<file path="config.mk">
export PLATFORM = sky130hd
export DESIGN_NAME = io_pin_ctrl
export DESIGN_NICKNAME = d
export VERILOG_FILES = /design/src/rtl/io_pin_ctrl.sv
export SDC_FILE = /design/constraint.sdc
export NUM_CORES = 1
export LEC_CHECK = 0
export ABC_AREA = 1
export CAP_MARGIN = 20
export CELL_PAD_IN_SITES_DETAIL_PLACEMENT = 1
export CELL_PAD_IN_SITES_GLOBAL_PLACEMENT = 1
export CORE_ASPECT_RATIO = 1.2
export CORE_UTILIZATION = 39
export DETAILED_ROUTE_END_ITERATION = 6
export GPL_TIMING_DRIVEN = 0
export PLACE_DENSITY = 0.81
export SYNTH_ARGS = -nofsm -noshare
export SYNTH_HDL_FRONTEND = slang
export SYNTH_SLANG_ARGS = --single-unit
</file>
<file path="constraint.sdc">
create_clock -name clk -period 3.3 [get_ports clk]
set_clock_uncertainty 0.15 [all_clocks]
set_input_delay 0.495 -clock clk [delete_from_list [all_inputs] [get_ports clk]]
set_output_delay 0.495 -clock clk [all_outputs]
set_load 0.02 [all_outputs]
</file>
<file path="src/rtl/io_pin_ctrl.sv">
// Pad bridge between the Caravel pads and the MCU pins. It provides input synchronisation,
// per-pin debounce, sticky edge capture with an interrupt, and a config bus with read-back.
module io_pin_ctrl #(
    parameter int IO_PINS     = 16,
    parameter int IO_PADS     = 38,
    parameter int FIRST_PAD   = 8,
    parameter int SYNC_STAGES = 2,
    parameter int DEB_W       = 4
) (
    input  logic               clk,
    input  logic               rst_hard_n,
    input  logic [IO_PADS-1:0] io_in,
    output logic [IO_PADS-1:0] io_out,
    output logic [IO_PADS-1:0] io_oeb,
    output logic               rst_soft_n,
    output logic [IO_PINS-1:0] pin_dir,
    output logic [IO_PINS-1:0] pin_data_in,
    input  logic [IO_PINS-1:0] pin_data_out,
    output logic               irq,
    input  logic               cfg_we,
    input  logic [2:0]         cfg_addr,
    input  logic [IO_PINS-1:0] cfg_wdata,
    output logic [IO_PINS-1:0] cfg_rdata
);

    localparam logic [2:0] A_PROG   = 3'd0;
    localparam logic [2:0] A_DIR    = 3'd1;
    localparam logic [2:0] A_DEB_EN = 3'd2;
    localparam logic [2:0] A_DEB_PER = 3'd3;
    localparam logic [2:0] A_RISE   = 3'd4;
    localparam logic [2:0] A_FALL   = 3'd5;
    localparam logic [2:0] A_STATUS = 3'd6;
    localparam logic [2:0] A_DIN    = 3'd7;

    localparam logic [IO_PADS-1:0] WIN_MASK =
        ({IO_PADS{1'b1}} >> (IO_PADS - IO_PINS)) << FIRST_PAD;

    logic               r_programming;
    logic [IO_PINS-1:0] r_dir;
    logic [IO_PINS-1:0] r_deb_en;
    logic [DEB_W-1:0]   r_deb_period;
    logic [IO_PINS-1:0] r_rise_en;
    logic [IO_PINS-1:0] r_fall_en;
    logic [IO_PINS-1:0] r_edge_status;
    logic [IO_PINS-1:0] r_stable;
    logic [IO_PINS-1:0] r_sync [SYNC_STAGES];

    logic [IO_PINS-1:0] w_win_in;
    logic [IO_PINS-1:0] w_s;
    logic [IO_PINS-1:0] w_stable_next;
    logic [IO_PINS-1:0] w_rise;
    logic [IO_PINS-1:0] w_fall;
    logic [IO_PINS-1:0] w_set;
    logic [IO_PINS-1:0] w_clr;
    logic               w_cnt_clr;
    logic               w_unused_pads;

    assign w_win_in      = io_in[FIRST_PAD +: IO_PINS];
    assign w_unused_pads = ^(io_in & ~WIN_MASK);
    assign w_s           = r_sync[SYNC_STAGES-1];

    assign pin_dir     = r_programming ? '0 : r_dir;
    assign pin_data_in = r_stable & ~pin_dir;
    assign irq         = |r_edge_status;
    assign rst_soft_n  = rst_hard_n & ~r_programming;

    // Config registers; edge_status is handled separately because it also has hardware sets.
    always_ff @(posedge clk) begin
        if (!rst_hard_n) begin
            r_programming <= 1'b0;
            r_dir         <= '0;
            r_deb_en      <= '0;
            r_deb_period  <= '0;
            r_rise_en     <= '0;
            r_fall_en     <= '0;
        end else if (cfg_we) begin
            case (cfg_addr)
                A_PROG:    r_programming <= cfg_wdata[0];
                A_DIR:     r_dir         <= cfg_wdata;
                A_DEB_EN:  r_deb_en      <= cfg_wdata;
                A_DEB_PER: r_deb_period  <= cfg_wdata[DEB_W-1:0];
                A_RISE:    r_rise_en     <= cfg_wdata;
                A_FALL:    r_fall_en     <= cfg_wdata;
                default:   ;
            endcase
        end
    end

    always_ff @(posedge clk) begin
        if (!rst_hard_n) begin
            for (int k = 0; k < SYNC_STAGES; k++) begin
                r_sync[k] <= '0;
            end
        end else begin
            r_sync[0] <= w_win_in;
            for (int k = 1; k < SYNC_STAGES; k++) begin
                r_sync[k] <= r_sync[k-1];
            end
        end
    end

    // Changing the debounce configuration restarts every in-flight count.
    assign w_cnt_clr = cfg_we && ((cfg_addr == A_DEB_EN) || (cfg_addr == A_DEB_PER));

    genvar gi;
    generate
        for (gi = 0; gi < IO_PINS; gi++) begin : g_deb
            logic [DEB_W-1:0] r_cnt;
            logic [DEB_W-1:0] w_cnt_next;
            logic             w_st_next;

            always_comb begin
                w_st_next  = r_stable[gi];
                w_cnt_next = '0;
                if (!r_deb_en[gi]) begin
                    w_st_next = w_s[gi];
                end else if (w_s[gi] != r_stable[gi]) begin
                    if (r_cnt == r_deb_period) begin
                        w_st_next = w_s[gi];
                    end else begin
                        w_cnt_next = r_cnt + 1'b1;
                    end
                end
                if (w_cnt_clr) begin
                    w_cnt_next = '0;
                end
            end

            assign w_stable_next[gi] = w_st_next;

            always_ff @(posedge clk) begin
                if (!rst_hard_n) begin
                    r_cnt <= '0;
                end else begin
                    r_cnt <= w_cnt_next;
                end
            end
        end
    endgenerate

    assign w_rise = w_stable_next & ~r_stable;
    assign w_fall = ~w_stable_next & r_stable;
    assign w_set  = ((w_rise & r_rise_en) | (w_fall & r_fall_en)) & ~pin_dir
                    & {IO_PINS{~r_programming}};
    assign w_clr  = (cfg_we && (cfg_addr == A_STATUS)) ? cfg_wdata : '0;

    // A hardware set in the same cycle as a W1C clear wins.
    always_ff @(posedge clk) begin
        if (!rst_hard_n) begin
            r_stable      <= '0;
            r_edge_status <= '0;
        end else begin
            r_stable      <= w_stable_next;
            r_edge_status <= (r_edge_status & ~w_clr) | w_set;
        end
    end

    generate
        for (gi = 0; gi < IO_PADS; gi++) begin : g_pad
            if ((gi >= FIRST_PAD) && (gi < FIRST_PAD + IO_PINS)) begin : g_win
                assign io_oeb[gi] = ~pin_dir[gi-FIRST_PAD];
                assign io_out[gi] = pin_dir[gi-FIRST_PAD] & pin_data_out[gi-FIRST_PAD];
            end else begin : g_off
                assign io_oeb[gi] = 1'b1;
                assign io_out[gi] = 1'b0;
            end
        end
    endgenerate

    always_comb begin
        cfg_rdata = '0;
        case (cfg_addr)
            A_PROG:    cfg_rdata[0]       = r_programming;
            A_DIR:     cfg_rdata          = r_dir;
            A_DEB_EN:  cfg_rdata          = r_deb_en;
            A_DEB_PER: cfg_rdata[DEB_W-1:0] = r_deb_period;
            A_RISE:    cfg_rdata          = r_rise_en;
            A_FALL:    cfg_rdata          = r_fall_en;
            A_STATUS:  cfg_rdata          = r_edge_status;
            A_DIN:     cfg_rdata          = pin_data_in;
            default:   cfg_rdata          = '0;
        endcase
    end

endmodule

</file>
==> results by group, run 1 <==
Worst setup path
  – Setup CP Type: flop to primary output
  – CP bufs+invs: 3
  – Crit-path max FO: 10
  – R2R Setup Slk: 1370 ps
  – Crit-path cells: clkbuf_2 > clkbuf_2 > nand3_1 > nand3_1 > clkdlybuf4s50_1
  – Crit start category: flop
  – CP Capture Type: primary output
  – Max incr delay on CP: approximately 630 ps
  – CP arrival: approximately 2600 ps
  – WP depth: 5
  – Worst-case reg-to-reg path depth: 9
  – Critical path's top delay family: buffers and inverters
  – Crit path max-delay cell type: clkdlybuf4s50_1
  – Required time worst endpoint: 2650 ps

Power
  – Sequential power share: between 40% and 50%
  – Sw Pwr: between 1 and 1.5 mW
  – Lkg Pwr: about 5.6 nW
  – Power density over the cells: around 420 nW/um2
  – Internal: ~3.8 mW
  – Gate power share: 12.5%
  – Switching Fraction: 26.68%
  – Clk pwr share: about two fifths
  – VDD IR max: 0.0003384 V

Floorplan
  – Placement Rows: between 60 and 70
  – Io pins: ~200
  – Die width: around 150 um
  – CORE AREA: between 20000 and 25000 um2
  – Initial Utilization: 39.77%
  – Die H: between 150 and 200 um
  – Die area: approximately 26000 um2

Clocking
  – Clock Latency Late Sink: roughly 440 ps
  – Worst-case clock buffer depth: 2
  – CTS root buf: clkbuf_16
  – Hold_buf cts: 0
  – Clk slew on worst S/H paths: ~70 ps
  – Clock tree sinks: about 200
  – TritonCTS buffer count: 17
  – H-tree depth: 4
  – CTS tree: built

GRT
  – Total Routing Usage GR: a little over a quarter
  – Pin count of the biggest net entering global routing: 17
  – Initial antenna violation count: 0
  – Grt ovf: 0
  – Vias in the first global route: 10170
  – Global-route wire length before repair: approximately 54 mm

Placement
  – DP HPWL: 26.19 mm
  – I/O Buffers: approximately 130
  – Post-Place Cells: slightly below 2000
  – Gp weighted congestion: around 0.9

Status
  – Status: finished, final reports clean

STA
  – Slew Viols, Final: 0
  – Hold Violations, Final: 0
  – Fin crit share: between 90% and 100%
  – RSZ-0062 raised after global routing: no
  – Slew @ Worst Pin: slightly below 900 ps
  – Setup tns final: 0 ps
  – Fmax: between 300 and 400 MHz
  – Min Tclk post-route: ~3300 ps
  – Setup-failing EPs final: 0
  – Worst slew margin: 40.54%

Detailed routing
  – DR vias/cell: roughly 5.1
  – First-iteration detailed-routing DRC count: 587
  – Drt pass-1 iters: 5
  – DRT Wirelength: 34.78 mm
  – Via Count: approximately 9900
  – DR WL/cell: about 18 um
  – DRC violations left: 0
  – Routed Antenna Nets: 0

Final layout
  – Syn-to-layout area delta: 25.27%
  – Diode count: 0
  – Share of layout cells above drive strength 1: roughly 8.2%
  – # fillers: between 3000 and 4000
  – Non-Filler Instances: approximately 2000
  – Fin nets: 1707

Yosys
  – Post-Syn Area: 9843 um2
  – Avg Inst Size Synth: 6.932 um2
  – Synth warn: 0
  – Sequential fraction of the synthesis area: about two fifths
  – Synthesized netlist cell count: approximately 1400
  – #FFs+latches synth: just under 200
  – Library cells used by synthesis: 31

Worst hold path
  – Hold path depth: 2
  – HP Class: flop to flop

Job
  – Max-cap violations: 0
## timing repair
item | in CTS | in global routing
endpoints found under the setup margin | 17 | 1
buffers inserted | 0 | 0
resized for setup | 34 | 1
cloned | 0 | 0
## cell families after synthesis
| logic type | share of synthesized area (%) |
|---|---|
| XOR/XNOR | 4.627 |
| other | 0.07630 |
| AO/OA/AOI/OAI | 13.39 |
| adder cells (fa/ha/maj) | 2.034 |
| flip-flops | 40.07 |
| AND/OR/NAND/NOR | 24.67 |
| buffers and inverters | 15.14 |
## area by class of cell
cell class              instances  area (um2)  share of cell area (%)
multi-input cells             931        4579                   37.14
flip-flops and latches        197        3944                   31.98
repair buffers                134        1326                   10.76
inverters                     240       902.1                   7.316
plain buffers                  94       615.6                   4.992
clock buffers                  22       454.2                   3.683
well taps                     325       406.6                   3.298
clock inverters                 8       102.6                  0.8321
## synth_stat cells, drive strengths merged
cell type  number  share of area [%]
o22ai          16                1.0
a211oi         17                1.3
nor2          171                6.6
a22oi          15                1.1
inv           239                9.1
nand4          34                2.2
o21ai          83                4.2
conb            2              0.076
clkinv          1              0.038
xor2           32                2.8
buf            76                5.3
nor3            1              0.051
o2111ai         3               0.27
nand3          33                1.7
nand2         324                 13
a21oi          97                4.9
a221oi          4               0.36
clkbuf         18               0.69
o31ai           2               0.15
nor4            4               0.25
nand3b         15                1.1
xnor2          20                1.8
ha             16                2.0
dfxtp         197                 40
## state kept, by name, indices dropped and copies added (netlist names)
signal and count:
r_fall_en 16, r_edge_status 16, r_deb_en 16, g_deb.r_cnt 64
r_programming 1, r_stable 16, r_deb_period 4, r_rise_en 16
r_sync 32, r_dir 16
## power groups by stage
stage / combinational, mW / clock [mW] / sequential, mW
after floorplan: 0.366 / 0 / 2.52
after global placement: 0.624 / 0 / 2.53
after detailed placement: 0.637 / 0 / 2.53
after CTS: 0.642 / 2.07 / 2.48
after global routing: 0.696 / 2.17 / 2.48
final: 0.649 / 2.06 / 2.48
## cell usage in the layout, fill, tap and decap left out, types with 5 or more instances in the layout
cell	count
buf_2	16
clkbuf_16	17
xnor2_1	20
ha_1	16
a21oi_1	97
a211oi_1	17
conb_1	44
nor2_1	166
buf_4	53
inv_1	232
a22oi_1	15
o22ai_1	16
nand2_1	306
nand4_1	34
dlygate4sd2_1	14
nand2_2	18
buf_6	5
nand3_1	33
o21ai_0	83
xor2_1	32
clkdlybuf4s50_1	119
dfxtp_1	197
clkbuf_1	19
inv_2	7
nand3b_1	15
## through the flow
stage	hold WS [ps]	setup slack [ps]	util, %	instance area [um2]	power, mW
finish	265.9	36.87	49.82	12330	5.185
global route	284.6	5.725	49.82	12330	5.350
CTS	271.1	60.95	49.81	12330	5.193
detailed placement	254.3	-447.8	47.47	11750	3.169
global placement	243.8	-476.7	47.47	11750	3.154
floorplan	240.5	997.7	-	10000	2.884
## path summary, 6_finish.rpt
check / startpoint / to
max: r_programming$_SDFFE_PN0P_ / cfg_rdata[0]
max reg2reg: r_deb_period[1]$_SDFFE_PN0P_ / g_deb[5].r_cnt[3]$_SDFF_PP0_
min: r_sync[0][1]$_SDFF_PN0_ / r_sync[0][17]$_SDFF_PN0_
min reg2reg: r_sync[0][1]$_SDFF_PN0_ / r_sync[0][17]$_SDFF_PN0_
## worst register-to-register path, stage by stage (launching register included)
cell	delay (ps)
dfxtp_1	300
buf_4	170
inv_2	180
buf_6	200
nand2_1	70
nand2_1	50
nor2_1	40
nand2_1	180
nand4_1	330
nor2_1	180
## per-layer routing
layer / wire length (um) / track usage, % / up-vias
met2: 17410 / 49.37 / 323
met3: 1739 / 4.858 / 89
met5: 0 / 0 / -
met4: 1539 / 14.00 / 0
li1: - / - / 4767
met1: 14090 / 30.81 / 4735
Note: power is estimated with default switching activity, not from simulation.
==> run 2, diff against run 1 <==
Settings changed: GPL_ROUTABILITY_DRIVEN set to 1, SKIP_LAST_GASP set to 1.
==> run 2 against run 1 <==
  * Via count fell by 0.10%
  * Final cell count did not move
  * Combinational power barely moved
  * Sequential power barely moved
  * Sequential cell count did not move
  * Total power rose by 0.12%
  * Count of clock-buffer cells in the layout did not move
  * Critical path type unchanged
==> results by group, run 2 (synthesized netlist as in run 1, its figures left out) <==
Placement
  – I/O Buffers: about 130
  – DP HPWL: between 20 and 30 mm
  – Area of placed instances: ~12000 um2
  – Post-Place Cells: 1921
  – Gp weighted congestion: between 0.8 and 0.9

Detailed routing
  – DR vias/cell: ~5.1
  – DR WL/cell: roughly 18 um
  – First-iteration detailed-routing DRC count: 645
  – DRC violations left: 0
  – Via Count: about 10000
  – DRT Wirelength: roughly 35 mm
  – Routed Antenna Nets: 0
  – Drt pass-1 iters: 5

STA
  – Slew Viols, Final: 0
  – Worst slew margin: between 40 and 50%
  – Hold Violations, Final: 0
  – Fmax: just over 300 MHz
  – Slew @ Worst Pin: between 800 and 900 ps
  – Setup-failing EPs final: 0
  – RSZ-0062 raised after global routing: no
  – Min Tclk post-route: 3293 ps
  – Fin crit share: about 100%

Worst setup path
  – CP bufs+invs: 3
  – Worst r2r src: r_deb_period[1]$_SDFFE_PN0P_
  – Crit-path max FO: 10
  – RR Endpoint: g_deb[5].r_cnt[3]$_SDFF_PP0_
  – R2R Setup Slk: between 1000 and 1500 ps
  – Max incr delay on CP: ~630 ps
  – Crit-path cells: clkbuf_2 > clkbuf_2 > nand3_1 > nand3_1 > clkdlybuf4s50_1
  – Required time worst endpoint: ~2700 ps
  – Crit path max-delay cell type: clkdlybuf4s50_1
  – Crit start category: flop
  – Setup CP Type: flop to primary output
  – CP arrival: between 2000 and 3000 ps
  – Critical path's top delay family: buffers and inverters
  – Setup crit end: cfg_rdata[0]
  – Worst-case reg-to-reg path depth: 9
  – Launch point of the critical path: r_programming$_SDFFE_PN0P_
  – CP Capture Type: primary output
  – WP depth: 5

Floorplan
  – Die H: roughly 180 um
  – Placement Rows: 63
  – Die area: 25880 um2
  – Io pins: between 200 and 250
  – Initial Utilization: 39.77%
  – Die width: between 100 and 150 um
  – CORE AREA: around 25000 um2

GRT
  – Initial antenna violation count: 0
  – Vias in the first global route: a little over 10000
  – Global-route wire length before repair: between 50 and 60 mm
  – Pin count of the biggest net entering global routing: 17
  – Total Routing Usage GR: around 27%
  – Grt ovf: 0

Status
  – Status: finished, final reports clean

Final layout
  – Reg with most FFs: g_deb.r_cnt
  – Fin nets: 1707
  – Largest regs: g_deb.r_cnt: 64 flops, r_sync: 32 flops
  – Share of layout cells above drive strength 1: ~8%
  – Final instance area: 12330 um2
  – Non-Filler Instances: 1951
  – Max reg flops: between 60 and 70
  – Diode count: 0
  – Leading cell type in the layout, fill and taps excluded: nand2_1
  – Syn-to-layout area delta: 25.31%
  – Most frequent cells in the layout: 306 x nand2_1, 232 x inv_1, 197 x dfxtp_1, 166 x nor2_1, 119 x clkdlybuf4s50_1

Power
  – VDD IR max: ~0.00034 V
  – Lkg Pwr: 5.618 nW
  – Power density over the cells: around 420 nW/um2

Clocking
  – Worst-case clock buffer depth: 2
  – H-tree depth: 4
  – Hold_buf cts: 0
  – Clock Latency Late Sink: 440 ps
  – Clk slew on worst S/H paths: ~70 ps
  – CTS root buf: clkbuf_16
  – TritonCTS buffer count: 17
  – Clock tree sinks: between 150 and 200
  – CTS tree: built

Job
  – Max-cap violations: 0

Worst hold path
  – HP Class: flop to flop
## run 2: cell count changes in the layout (fill, tap and decap cells not counted), sizes merged
cell          before  now
dlymetal6s2s       1    2
dlygate4sd2       14   13
## run 2: what timing repair did
item,in CTS,in global routing
gates cloned,0,0
setup endpoints to repair,17,2
resized for setup,33,2
setup buffers,0,0
## run 2: area by class of cell
class / instances / area, um2
Fill cell: 3256 / 12420
Multi-Input combinational cell: 931 / 4579
Sequential cell: 197 / 3944
Timing Repair Buffer: 134 / 1330
Inverter: 240 / 902.1
Buffer: 94 / 615.6
Clock buffer: 22 / 454.2
Tap cell: 325 / 406.6
Clock inverter: 8 / 102.6
## run 2: worst min-delay path by stage
stage                              from  cells past startpoint                  endpoint  slack (ps)
6_report        r_sync[0][1]$_SDFF_PN0_                      2  r_sync[0][17]$_SDFF_PN0_         270
3_5_place_dp   r_sync[0][12]$_SDFF_PN0_                      2  r_sync[0][28]$_SDFF_PN0_         250
2_1_floorplan   r_sync[0][0]$_SDFF_PN0_                      2  r_sync[0][16]$_SDFF_PN0_         240
4_1_cts         r_sync[0][1]$_SDFF_PN0_                      2  r_sync[0][17]$_SDFF_PN0_         270
3_3_place_gp    r_sync[0][8]$_SDFF_PN0_                      2  r_sync[0][24]$_SDFF_PN0_         240
5_1_grt         r_sync[0][8]$_SDFF_PN0_                      2  r_sync[0][24]$_SDFF_PN0_         280
## run 2: worst register-to-register path: stages, from the launching register on
cell     delay (ps)
dfxtp_1         300
buf_4           170
inv_2           180
buf_6           200
nand2_1          70
nand2_1          50
nor2_1           40
nand2_1         180
nand4_1         340
nor2_1          180
## run 2: power by group
| part | total (mW) | switching, mW | internal, mW |
|---|---|---|---|
| registers | 2.48 | 0.0461 | 2.43 |
| clock network | 2.06 | 0.933 | 1.13 |
| logic | 0.648 | 0.410 | 0.239 |
| total | 5.19 | 1.39 | 3.80 |
## run 2: per-stage QoR
stage | setup slack (ps) | setup TNS, ps | total power, mW | hold WS [ps] | util [%]
detailed placement | -447.8 | -5616 | 3.169 | 254.3 | 47.47
global route | 5.725 | 0 | 5.351 | 284.6 | 49.83
finish | 7.345 | 0 | 5.191 | 265.7 | 49.83
floorplan | 997.7 | 0 | 2.884 | 240.5 | -
CTS | -75.64 | -75.64 | 5.194 | 271.1 | 49.81
global placement | -476.7 | -5533 | 3.154 | 243.8 | 47.47
## run 2: routing by layer
metal | global-route usage [%] | vias up | wire length [um]
met2 | 49.37 | 310 | 17450
met4 | 14.00 | 0 | 1561
li1 | - | 4767 | -
met1 | 30.79 | 4736 | 14090
met5 | 0 | - | 0
met3 | 4.910 | 91 | 1733
